### src/rtl/change_dispenser.sv
// change_dispenser: pays out change largest-coin-first from a finite inventory, one coin per hopper handshake
module change_dispenser #(
  parameter int INIT_CNT_5  = 20,
  parameter int INIT_CNT_10 = 20,
  parameter int INIT_CNT_20 = 20,
  parameter int CNT_W       = 8,
  parameter int ACK_TIMEOUT = 15
) (
  input  logic             clk,
  input  logic             reset,
  input  logic [7:0]       change,
  input  logic             change_valid,
  input  logic             refill,
  input  logic             eject_ack,
  output logic             eject_valid,
  output logic [1:0]       eject_coin,
  output logic             busy,
  output logic             done,
  output logic             fault,
  output logic [7:0]       remaining,
  output logic [CNT_W-1:0] cnt_5,
  output logic [CNT_W-1:0] cnt_10,
  output logic [CNT_W-1:0] cnt_20,
  output logic [2:0]       state_out
);
  localparam int TW = $clog2(ACK_TIMEOUT + 1);
  typedef enum logic [2:0] {IDLE = 3'd0, SELECT = 3'd1, WAIT_ACK = 3'd2, DONE = 3'd3, FAULT = 3'd4} state_t;
  state_t state_q, state_d;
  logic [7:0] rem_q, rem_d;
  logic [1:0] coin_q, coin_d;
  logic [CNT_W-1:0] c5_q, c5_d, c10_q, c10_d, c20_q, c20_d;
  logic [TW-1:0] tcnt_q, tcnt_d;
  logic [7:0] coin_val;
  logic refill_ok;
  assign coin_val = coin_q == 2'b11 ? 8'd20 : coin_q == 2'b10 ? 8'd10 : 8'd5;
  assign refill_ok = refill && (state_q == IDLE || state_q == DONE || state_q == FAULT);
  // Next-state logic: coin selection, handshake bookkeeping, ack timeout and refill
  always_comb begin
    state_d = state_q;
    rem_d   = rem_q;
    coin_d  = coin_q;
    tcnt_d  = tcnt_q;
    c5_d    = refill_ok ? CNT_W'(INIT_CNT_5)  : c5_q;
    c10_d   = refill_ok ? CNT_W'(INIT_CNT_10) : c10_q;
    c20_d   = refill_ok ? CNT_W'(INIT_CNT_20) : c20_q;
    case (state_q)
      IDLE: if (change_valid) begin
        rem_d   = change;
        state_d = change == 8'd0 ? DONE : (change % 8'd5) != 8'd0 ? FAULT : SELECT;
      end
      SELECT: begin
        tcnt_d = '0;
        if (rem_q == 8'd0) state_d = DONE;
        else if (rem_q >= 8'd20 && c20_q != '0) begin coin_d = 2'b11; state_d = WAIT_ACK; end
        else if (rem_q >= 8'd10 && c10_q != '0) begin coin_d = 2'b10; state_d = WAIT_ACK; end
        else if (rem_q >= 8'd5 && c5_q != '0) begin coin_d = 2'b01; state_d = WAIT_ACK; end
        else state_d = FAULT;
      end
      WAIT_ACK: begin
        if (eject_ack) begin
          rem_d   = rem_q - coin_val;
          c5_d    = coin_q == 2'b01 ? c5_q - 1'b1 : c5_q;
          c10_d   = coin_q == 2'b10 ? c10_q - 1'b1 : c10_q;
          c20_d   = coin_q == 2'b11 ? c20_q - 1'b1 : c20_q;
          tcnt_d  = '0;
          state_d = SELECT;
        end else if (tcnt_q == TW'(ACK_TIMEOUT - 1)) state_d = FAULT;
        else tcnt_d = tcnt_q + 1'b1;
      end
      DONE: state_d = IDLE;
      default: state_d = FAULT;
    endcase
  end
  // State and datapath registers; reset restores full inventory and aborts any payout
  always_ff @(posedge clk) begin
    if (reset) begin
      state_q <= IDLE;
      rem_q   <= '0;
      coin_q  <= '0;
      tcnt_q  <= '0;
      c5_q    <= CNT_W'(INIT_CNT_5);
      c10_q   <= CNT_W'(INIT_CNT_10);
      c20_q   <= CNT_W'(INIT_CNT_20);
    end else begin
      state_q <= state_d;
      rem_q   <= rem_d;
      coin_q  <= coin_d;
      tcnt_q  <= tcnt_d;
      c5_q    <= c5_d;
      c10_q   <= c10_d;
      c20_q   <= c20_d;
    end
  end
  assign eject_valid = state_q == WAIT_ACK;
  assign eject_coin  = eject_valid ? coin_q : 2'b00;
  assign busy        = state_q == SELECT || state_q == WAIT_ACK;
  assign done        = state_q == DONE;
  assign fault       = state_q == FAULT;
  assign remaining   = rem_q;
  assign cnt_5       = c5_q;
  assign cnt_10      = c10_q;
  assign cnt_20      = c20_q;
  assign state_out   = state_q;
endmodule
### config.mk
export PLATFORM = sky130hd
export DESIGN_NAME = change_dispenser
export DESIGN_NICKNAME = d
export VERILOG_FILES = /design/src/rtl/change_dispenser.sv
export SDC_FILE = /design/constraint.sdc
export NUM_CORES = 1
export LEC_CHECK = 0
export BUFFER_PORTS_ARGS = -buffer_cell sky130_fd_sc_hd__buf_2
export CAP_MARGIN = 20
export CORE_ASPECT_RATIO = 1.2
export CORE_UTILIZATION = 40
export DETAILED_ROUTE_END_ITERATION = 7
export PLACE_DENSITY = 0.58
export SLEW_MARGIN = 20
export SYNTH_ARGS = -nofsm -noshare
export SYNTH_HDL_FRONTEND = slang
export SYNTH_SLANG_ARGS = --single-unit
### constraint.sdc
create_clock -name clk -period 4.2 [get_ports clk]
set_input_delay 0.84 -clock clk [delete_from_list [all_inputs] [get_ports clk]]
set_output_delay 0.84 -clock clk [all_outputs]
set_load 0.02 [all_outputs]
==> summary.txt <==
Synthesis
  – Post-synth top flop: dfxtp_1
  – Distinct cell type count after synthesis: 67
  – Post-Syn Instances: 400
  – Syn nets: 429
  – Mapped Avg Cell Area: between 7 and 8 um2
  – Synthesized area: a little under 0.003 mm2
  – Seq cells post-synth: 41
  – Post-synth EDFFs: 0
  – Area contributors post-synth: dfxtp_1 (28%), nor2_1 (8.2%), ha_1 (6.3%)
  – Post-synth ARST share: 0%
  – Post-synthesis mux area share: under 10%
  – Count leader, synth: nor2_1
  – Area share of the largest cell type after synthesis: between 20% and 30%
  – Simple-Gate Fraction of Synth Area: approximately a third
  – Sequential fraction of the synthesis area: between 20% and 30%
  – Adder-cell share of the synthesized area: 6.96%
  – Area leader, netlist: dfxtp_1
  – Synth cell count leaders: nor2_1 (65), dfxtp_1 (41), nand2_1 (30)
  – Post-Synth XOR/XNOR Area: 3.82%
  – Synth Area in Compound Gates: about a fifth
  – YS warnings: 0
  – Largest family of logic cells by synthesized area: simple AND/OR/NAND/NOR gates

Setup path
  – Critical Path Start Type: input pin
  – Setup CP Type: in2reg
  – WP data required: 4380 ps
  – Worst Path Arrival: between 3000 and 4000 ps
  – Endpoint kind of the worst setup timing path: flop
  – Critical path cell sequence: buf_2 > nor2b_1 > nand3_1 > a32oi_1 > nor2_1 > ha_1 > nor3_1 > o21ai_1 > mux2i_1 > xor2_1 > o22ai_1
  – R2R cell count: 10
  – CP top delay family: simple AND/OR/NAND/NOR gates
  – Max stage delay on crit path: about 460 ps
  – CP Buf/Inv Count: 1
  – Crit path depth: 11
  – Crit-path max FO: 16
  – R2R Path Start: state_out[2]$_SDFFE_PP0P_
  – Slowest cell on crit path: nor2b_1
  – R2R Setup Slk: ~1700 ps
  – Worst flop-to-flop path endpoint: cnt_20[7]$_SDFFE_PP0P_

Placed design
  – RePlAce Congestion: approximately 0.89
  – DP Area: approximately 0.0033 mm2
  – Number of buffers added on ports: 53
  – Worst slack, placed: approximately 840 ps
  – DPL Wire Length: between 5000 and 6000 um
  – Placed Instances: between 500 and 600

Floorplanning
  – Starting Density: between 40% and 50%
  – Die width: approximately 81 um
  – I/O pin total: 54
  – Die Y: a little under 100 um
  – # rows: 34
  – Core ar.: 0.00723 mm2
  – Die area: roughly 0.0078 mm2

Routing
  – 1st-pass router iterations: 6
  – Vias/cell: 5.65
  – DRT antenna net count: 0
  – DRC errors left: 0
  – 1st-iter DRT viols: 160
  – Vias: roughly 3000
  – Final WL: a little under 8000 um
  – Routed length per instance: roughly 15 um

Clocking
  – Total CTS buffers: 5
  – Post-CTS Setup Bufs: 0
  – Clk_lat worst skew: ~290 ps
  – Root Buffer: clkbuf_8
  – Clock sink total: just over 40
  – Clock tree buffer depth: 2
  – Clock Pin Slew Worst Setup and Hold Paths: 80 ps
  – Hold Buf Count CTS: 0
  – Post_cts resized: 0
  – CTS tree: done
  – Htree depth: 2

Min path
  – WHS Endpoint: tcnt_q[3]$_SDFFE_PP0P_
  – Min-Delay Path Class: reg2reg
  – Min-Delay Path Depth: 1
  – Hold Crit Start: tcnt_q[3]$_SDFFE_PP0P_

STA
  – Minimum clock period: 3090 ps
  – Final Cycle Share: 73.5%
  – Final TNS setup: 0 ps
  – Rel. slew slack: 59.7%
  – Clock Skew: around 6.5 ps
  – Final slew viol count: 0
  – RSZ-0062 raised after global routing: no
  – Worst-margin pin slew: around 600 ps
  – Hold WS: between 400 and 500 ps
  – Final setup vio count: 0
  – Final Hold Vio Count: 0
  – Fmax: approximately 0.32 GHz
  – Setup ws final: between 1000 and 1500 ps

GRT
  – Grt ovf: 0
  – Initial antenna violation count: 0
  – Pin count of the biggest net entering global routing: 29
  – Vias in the first global route: roughly 2700
  – Total track usage: between 20% and 30%
  – Global-route wire length before repair: roughly 13000 um

Cells and area
  – Layout cell share with drive strength beyond 1: around 17%
  – Antenna cell count: 0
  – Post-Layout Inst Area: approximately 0.0034 mm2
  – Final nets: 470
  – Post-Route Utilization: between 40% and 50%
  – Area delta synth->final: 13.4%
  – Non-Filler Instances: between 500 and 600

Flow run
  – Max-Cap Viols: 0

Outcome
  – Status: finished, final reports clean

Power
  – Worst vdd ir: roughly 0.00023 V
  – LEAKAGE: 1.35 nW
  – Overall Power: 0.973 mW
  – PwrDens: about 290 mW/mm2
## worst register-to-register path, delay by kind of cell (launching register included)
family        cells  cell delay [ps]
xor+xnor          1              140
flops             1              410
buf+inv           2              520
simple gates      7             1320
## routing by layer
metal | track usage (%) | vias up | share of wire (%)
met5 | 0 | - | 0
met4 | 8.04 | 0 | 1.6
met3 | 1.88 | 10 | 3.7
met1 | 26.5 | 1406 | 46
met2 | 36.5 | 54 | 49
li1 | - | 1534 | -
## state kept, by name (all words and copies together) (netlist names)
signal	cells
cnt_5	8
state_out	3
cnt_10	8
tcnt_q	4
cnt_20	8
coin_q	2
remaining	8
## worst max-delay path by stage
stage	startpoint	to	slack [ps]
2_1_floorplan	change[3]	state_out[2]$_SDFFE_PP0P_	1150
3_3_place_gp	change[5]	state_out[0]$_SDFFE_PP0P_	890
3_5_place_dp	change[5]	state_out[0]$_SDFFE_PP0P_	840
4_1_cts	change[5]	state_out[0]$_SDFFE_PP0P_	1150
5_1_grt	change[6]	state_out[0]$_SDFFE_PP0P_	930
6_report	change[6]	state_out[0]$_SDFFE_PP0P_	1110
## where the power goes
part | internal (mW) | switching (mW)
clock | 0.149 | 0.141
sequential | 0.402 | 0.0257
combinational | 0.0986 | 0.157
total | 0.649 | 0.323
## cell type report
class	count	area, um2
clock buffer	7	96.3
timing repair buffer	54	273
multi-input combinational	320	2000
clock inverter	1	5.00
fill	779	3850
inverter	19	71.3
tap	90	113
sequential	41	821
## cell families (layout without fill, tap and decap cells)
kind of cell / count (synthesis) / in the layout
AO/OA/AOI/OAI: 93 / 93
XOR/XNOR: 13 / 13
adder cells (fa/ha/maj): 16 / 16
buffers and inverters: 39 / 81
flip-flops: 41 / 41
multiplexers: 6 / 6
AND/OR/NAND/NOR: 192 / 192
## placed cells by master (no fill, tap or decap), drive strengths merged, types with 5 or more instances in the layout
cell type / n
nand4: 6
nor3b: 5
inv: 19
xnor2: 9
nand3: 7
and2: 5
nor4: 6
dfxtp: 41
o22ai: 5
o21ai: 18
buf: 54
a21oi: 25
nor2b: 5
ha: 15
nand2b: 8
nand2: 30
or3: 7
nor2: 65
nor3: 23
clkbuf: 7
mux2i: 5
(Power assumes the default switching activity.)
